===== config.mk =====
export PLATFORM = sky130hd
export DESIGN_NAME = branch_redirect_ctrl
export DESIGN_NICKNAME = d
export VERILOG_FILES = /design/src/rtl/branch_redirect_ctrl.sv
export SDC_FILE = /design/constraint.sdc
export NUM_CORES = 1
export LEC_CHECK = 0
export CORE_ASPECT_RATIO = 1.25
export CORE_MARGIN = 5
export CORE_UTILIZATION = 40
export CTS_BUF_LIST = sky130_fd_sc_hd__clkbuf_2 sky130_fd_sc_hd__clkbuf_4 sky130_fd_sc_hd__clkbuf_8
export DETAILED_ROUTE_END_ITERATION = 10
export PLACE_DENSITY = 0.8
export SLEW_MARGIN = 40
export SYNTH_ARGS = -nofsm -noshare
export SYNTH_HDL_FRONTEND = slang
export SYNTH_SLANG_ARGS = --single-unit

===== constraint.sdc =====
create_clock -name clk -period 4.7 [get_ports clk]
set_input_delay 0.94 -clock clk [delete_from_list [all_inputs] [get_ports clk]]
set_output_delay 0.94 -clock clk [all_outputs]
set_load 0.02 [all_outputs]

===== src/rtl/branch_redirect_ctrl.sv =====
// E-stage control-transfer handling: decodes branches/jumps, issues PC redirects,
// tracks the delay slot, and keeps running CTI / taken-CTI counters.
module branch_redirect_ctrl (
    input  logic        clk,
    input  logic        rst,
    input  logic        stall,
    input  logic        validE,
    input  logic [5:0]  opcodeE,
    input  logic [5:0]  functE,
    input  logic        branchE,
    input  logic [31:0] branchTargetE,
    input  logic [31:0] jumpTargetE,
    input  logic [31:0] regTargetE,
    input  logic        redirectReady,
    input  logic        cntClear,
    output logic        redirectValid,
    output logic [31:0] redirectPC,
    output logic        stallReq,
    output logic        inDelaySlot,
    output logic        dsError,
    output logic [31:0] branchCount,
    output logic [31:0] takenCount
);

    localparam logic [5:0] OP_RTYPE  = 6'h00;
    localparam logic [5:0] OP_REGIMM = 6'h01;
    localparam logic [5:0] OP_J      = 6'h02;
    localparam logic [5:0] OP_JAL    = 6'h03;
    localparam logic [5:0] OP_BEQ    = 6'h04;
    localparam logic [5:0] OP_BNE    = 6'h05;
    localparam logic [5:0] OP_BLEZ   = 6'h06;
    localparam logic [5:0] OP_BGTZ   = 6'h07;
    localparam logic [5:0] FN_JR     = 6'h08;
    localparam logic [5:0] FN_JALR   = 6'h09;

    typedef enum logic [1:0] {
        IDLE = 2'd0,
        PEND = 2'd1,
        DS   = 2'd2
    } stateT;

    stateT       state;
    stateT       nextState;

    logic        advance;
    logic        isCond;
    logic        isJump;
    logic        isRegJump;
    logic        isCti;
    logic        taken;
    logic [31:0] ctiTarget;
    logic [31:0] holdPC;
    logic [31:0] branchCnt;
    logic [31:0] takenCnt;
    logic        countCti;
    logic        countTaken;
    logic        latchHold;
    logic        dsViolation;

    assign advance = validE && !stall;

    // The rt field is not visible here, so every REGIMM opcode is treated as BLTZ/BGEZ.
    always_comb begin
        isCond    = 1'b0;
        isJump    = 1'b0;
        isRegJump = 1'b0;
        case (opcodeE)
            OP_REGIMM, OP_BEQ, OP_BNE, OP_BLEZ, OP_BGTZ: isCond = 1'b1;
            OP_J, OP_JAL:                                isJump = 1'b1;
            OP_RTYPE: isRegJump = (functE == FN_JR) || (functE == FN_JALR);
            default: ;
        endcase
    end

    assign isCti = isCond || isJump || isRegJump;
    assign taken = (isCond && branchE) || isJump || isRegJump;

    always_comb begin
        ctiTarget = 32'h0;
        if (isCond)
            ctiTarget = branchTargetE;
        else if (isJump)
            ctiTarget = jumpTargetE;
        else if (isRegJump)
            ctiTarget = regTargetE;
    end

    assign countCti    = (state == IDLE) && advance && isCti;
    assign countTaken  = countCti && taken;
    assign latchHold   = countTaken && !redirectReady;
    assign dsViolation = (state == DS) && advance && isCti;

    always_ff @(posedge clk) begin
        if (rst)
            state <= IDLE;
        else
            state <= nextState;
    end

    always_comb begin
        nextState = state;
        case (state)
            IDLE: begin
                if (advance && isCti)
                    nextState = (taken && !redirectReady) ? PEND : DS;
            end
            PEND: begin
                if (redirectReady)
                    nextState = DS;
            end
            DS: begin
                if (advance)
                    nextState = IDLE;
            end
            default: nextState = IDLE;
        endcase
    end

    // redirectPC is forced to zero whenever no redirect is being offered.
    always_comb begin
        redirectValid = 1'b0;
        redirectPC    = 32'h0;
        stallReq      = 1'b0;
        inDelaySlot   = 1'b0;
        case (state)
            IDLE: begin
                if (countTaken) begin
                    redirectValid = 1'b1;
                    redirectPC    = ctiTarget;
                end
            end
            PEND: begin
                redirectValid = 1'b1;
                redirectPC    = holdPC;
                stallReq      = 1'b1;
            end
            DS: begin
                inDelaySlot = 1'b1;
            end
            default: ;
        endcase
    end

    // Counter clear beats a same-cycle increment; dsError only clears on reset.
    always_ff @(posedge clk) begin
        if (rst) begin
            holdPC    <= 32'h0;
            dsError   <= 1'b0;
            branchCnt <= 32'h0;
            takenCnt  <= 32'h0;
        end else begin
            if (latchHold)
                holdPC <= ctiTarget;
            if (dsViolation)
                dsError <= 1'b1;
            if (cntClear) begin
                branchCnt <= 32'h0;
                takenCnt  <= 32'h0;
            end else begin
                if (countCti)
                    branchCnt <= branchCnt + 32'd1;
                if (countTaken)
                    takenCnt <= takenCnt + 32'd1;
            end
        end
    end

    assign branchCount = branchCnt;
    assign takenCount  = takenCnt;

endmodule


# ---- Word-level counts from Yosys, hierarchy flattened
# Index checks and enable logic that the tools add are counted.
dict set report word_totals {
  regBits 99
  out_inout_bits 100
  elab_cells 61
}
dict set report op_classes {
  add_sub_neg 2
  n_mux 17
  eq_ne 14
  n_reduce_logical 23
}
# operator n
set ops {}
lappend ops {{2-to-1 mux 32 bit} 4}
lappend ops {{adder 32 x 1 -> 32 bit (second input constant)} 2}
lappend ops {{case mux 32 bit (2 select lines)} 1}
lappend ops {{== test 6 x 3 -> 1 bit (second input constant)} 4}
lappend ops {{== test 6 x 2 -> 1 bit (second input constant)} 2}
lappend ops {{== test 6 x 4 -> 1 bit (second input constant)} 2}
lappend ops {{logical AND 1 bit} 10}
lappend ops {{2-to-1 mux 2 bit} 4}
lappend ops {{== test 6 x 1 -> 1 bit (second input constant)} 1}
lappend ops {{logical NOT 6 bit} 1}
lappend ops {{2-to-1 mux 1 bit} 6}
lappend ops {{case mux 2 bit (3 select lines)} 1}
lappend ops {{logical OR 1 bit} 5}
lappend ops {{OR reduction 5 bit} 1}
lappend ops {{inequality test 2 bit (second input constant)} 2}
lappend ops {{OR reduction 2 bit} 2}
lappend ops {{AND reduction 3 bit} 1}
lappend ops {{== test 2 x 1 -> 1 bit (second input constant)} 1}
lappend ops {{== test 2 bit (second input constant)} 1}
lappend ops {{logical NOT 1 bit} 2}
lappend ops {{logical NOT 2 bit} 1}
lappend ops {{inequality test 2 x 1 -> 1 bit (second input constant)} 1}
lappend ops {{case mux 1 bit (2 select lines)} 1}

# ---- Longest topological paths before layout
dict set report depth {
  depth_word 10
  depth_mapped 8
  mapped_depth_nobuf 6
}

# ---- Worst setup path before layout
# No wires, ideal clock.
dict set report synth_path {
  path_type {input port to output port}
  from {input port opcodeE[2]}
  to {output port redirectPC[11]}
  path_buffers 2
  arrival_time_ns 2.958
  cell_stages 7
  path_slack_ns 0.802
  required_time_ns 3.760
  path_cell_list {or4_4 -> nor4_4 -> buf_6 -> buf_2 -> a221o_1 -> o21ai_0 -> o21ai_0}
}
dict set report synth_via {
  elab_chain_cells 9
}
# item line_no
set synth_rtl {}
lappend synth_rtl {{start: declaration} 8} ;# input logic [5:0] opcodeE,
lappend synth_rtl {{== test 6 x 1 -> 1 bit, or another cell as far along} 67} ;# case (opcodeE)
lappend synth_rtl {{OR reduction 5 bit or OR reduction 2 bit (tied branches)} 67}
lappend synth_rtl {{2-to-1 mux 1 bit} 67}
lappend synth_rtl {{logical OR 1 bit or logical AND 1 bit (tied branches)} {75, 76}}
lappend synth_rtl {{logical OR 1 bit (on tied branches)} {75, 76}}
lappend synth_rtl {{logical AND 1 bit or logical OR 1 bit (tied branches)} {88, 76}}
lappend synth_rtl {{logical AND 1 bit} 89} ;# assign countTaken = countCti && taken;
lappend synth_rtl {{2-to-1 mux 32 bit (*)} 127} ;# if (countTaken) begin
lappend synth_rtl {{case mux 32 bit (2 select lines) (*)} 125} ;# case (state)
lappend synth_rtl {{end: declaration} 17} ;# output logic [31:0] redirectPC,
# Mark *: on every way between the ends. The rest lies on a longest branch, timed or not.

# ---- Worst setup path in the final report
dict set report layout_path {
  from {input port opcodeE[2]}
  to {output port redirectPC[26]}
}
# Same word-level chain as after synthesis.

==> impl_metrics.ini <==
[placed_design]
post-place-cells = 1074
numPortBuffers = 213
dp_slack_ps = -27.79
place_area_um2 = 8039
gp_congestion = 0.8094
hpwl_um = 14280

[worst_setup_path]
r2r-start = branchCount[7]$_SDFFE_PP0P_
critPathLaunchType = primary input
path_class = in2out
worstPathRequired_ps = 3760
r2r_slack_ps = 2530
worstSetupEndpointType = output port
worstPathMaxFanout = 24
r2r-end = branchCount[28]$_SDFFE_PP0P_
reg2reg_depth = 5
cp_data_arrival_time_ps = 3700
crit_chain = clkdlybuf4s50_1 > or4_4 > nor4_4 > buf_12 > a221o_1 > o21ai_0 > o21ai_0 > clkdlybuf4s50_1
slowest_stage = clkdlybuf4s50_1
slowest_delay_ps = 650

[floorplanning]
die_y_um = 142.7
core-area_um2 = 13810
rows = 48
io_pins = 215
start_util_pct = 40.82
die_area_um2 = 16580
die_w_um = 116.2

[yosys]
yosys_warnings = 0
syn_inst = 711
ys_ff_latch = 99
syn_area_um2 = 5638
syn-num-nets = 828
async_flop_share_pct = 0
synthTopCellsByArea = dfxtp_1, o21ai_0, a21oi_1
synth-edff-count = 0
synth.most_common_cell = o21ai_0
yosys-top-cells-count = o21ai_0, dfxtp_1, a21oi_1
syn-mean-instance-area_um2 = 7.930
yosys.area.top_type_share_pct = 35.15
synth-seq-area-share_pct = 35.15
synth_ff_type = dfxtp_1
yosysUniqueCellTypes = 54
yosysTopAreaCell = dfxtp_1

[sta]
relSlewSlack_pct = 60.31
final_max_slew_viol_count = 0
fin_hold_ws_ps = 480.0
post-route-period-util_pct = 98.81
min_period_ps = 4644
finalSetupTns_ps = 0
fin_skew_ps = 14.90
setup_slack_ps = 56.14
max_freq_mhz = 215.3
finalHoldViolations = 0
finalSetupViolCount = 0
worstMarginPinSlew_ps = 593.1

[final_layout]
fin_util_pct = 59.76
stdcell_count = 1090
fill_cells = 1310
final_nets = 1027
area_growth_syn_to_layout_pct = 46.40
antennaDiodeCount = 0
stdcell_area_um2 = 8254
drive_gt1_share_pct = 7.213

[routing]
avgViaCountPerCell = 5.966
drtPass1Iterations = 5
wire_per_inst_um = 17.87
drt_drc_violations_left = 0
ant_nets = 0
drt_iter0_drc = 497
via_count = 6503
postRouteWirelength_um = 19470

[clock_network]
cts_buffers = 9
cts_tree = built
cts_root_buf = clkbuf_8
cts_sinks = 99
clk_path_buf_depth = 2
clk_latency_ps = 380
postCtsHoldBufs = 0
clk_pin_slew_worst_paths_ps = 100
htreeDepth = 3

[grt]
track_usage_pct = 22.99
antenna_found_initial = 0
grt_pass1_vias = 6108
grt_overflow_total = 0
grt_max_degree = 41
grt_pass1_wl_um = 30770

[flow_run]
cap_viol_max_count = 0

[min_path]
whs_path_depth = 2
hp-class = reg2reg
whs_endpoint = dsError$_SDFFE_PP0P_
hp-start = dsError$_SDFFE_PP0P_

[power]
p_leak_nw = 2.750
ir_worst_vdd_uv = 128.2
power_mw = 1.569
p_per_area_nw_per_um2 = 190.1

[status]
status = complete, no violations
registers in the layout, indices dropped and copies added, names as in the netlist:
register and count:
takenCount 32, holdPC 32, state 2, dsError 1, branchCount 32
cell type report:
| type | count | area (um^2) | share of cell area, % |
|---|---|---|---|
| well taps | 175 | 219.0 | 2.653 |
| repair buffers | 244 | 2431 | 29.45 |
| flip-flops and latches | 99 | 1982 | 24.01 |
| clock buffers | 10 | 131.4 | 1.592 |
| clock inverters | 6 | 55.05 | 0.6670 |
| inverters | 13 | 48.80 | 0.5912 |
| multi-input cells | 543 | 3387 | 41.03 |
critical path: cells and delay by family:
family	cells	cell delay, ps
and+or+nand+nor	2	1000
AOI/OAI and AO/OA	3	450
buffers and inverters	3	1290
repair_timing:
| item | CTS | global route |
|---|---|---|
| setup endpoints to repair | 5 | 14 |
| cloned | 0 | 0 |
| buffers inserted | 0 | 0 |
| gates resized for setup | 5 | 14 |
| endpoints found under the hold margin | 0 | 0 |
cell usage in the layout, fill, tap and decap left out, drive strengths merged, types with 31 or more instances in the layout:
master	count
clkdlybuf4s50	194
nor2	33
nand2	58
dfxtp	99
o21ai	102
or4	35
buf	31
a21oi	85
o31ai	32
worst max path at each step:
| stage | from | depth (start not counted) | endpoint | slack, ps |
|---|---|---|---|---|
| 3_3_place_gp | opcodeE[2] | 9 | redirectPC[1] | 30 |
| 2_1_floorplan | opcodeE[2] | 7 | redirectPC[11] | 800 |
| 3_5_place_dp | opcodeE[2] | 9 | redirectPC[0] | -30 |
| 6_report | opcodeE[2] | 8 | redirectPC[26] | 60 |
| 5_1_grt | opcodeE[2] | 8 | redirectPC[26] | -40 |
| 4_1_cts | opcodeE[2] | 7 | redirectPC[4] | 0.8 |
logic make-up (layout without fill, tap and decap cells):
group | Yosys count | count (layout) | synth area share, %
adders and majority gates | 2 | 2 | 0.4438
AOI/OAI and AO/OA | 290 | 290 | 32.78
DFF | 99 | 99 | 35.15
buffers and inverters | 69 | 273 | 5.237
xor gates and xnor gates | 14 | 14 | 2.175
and+or+nand+nor | 237 | 237 | 24.21
power by group:
| part | internal, mW | switching [mW] | total, mW |
|---|---|---|---|
| clock network | 0.210 | 0.336 | 0.546 |
| registers | 0.839 | 0.000309 | 0.839 |
| logic | 0.106 | 0.0779 | 0.184 |
| total | 1.16 | 0.414 | 1.57 |
metal layers:
metal / wire length (um) / share of wire [%] / GRT usage (%)
met1: 7563 / 39 / 27.05
met5: 0 / 0 / 0
met3: 1900 / 9.8 / 7.927
met2: 9650 / 50 / 39.38
met4: 359 / 1.8 / 6.781
No activity file was read; power rests on OpenSTA's default activity.
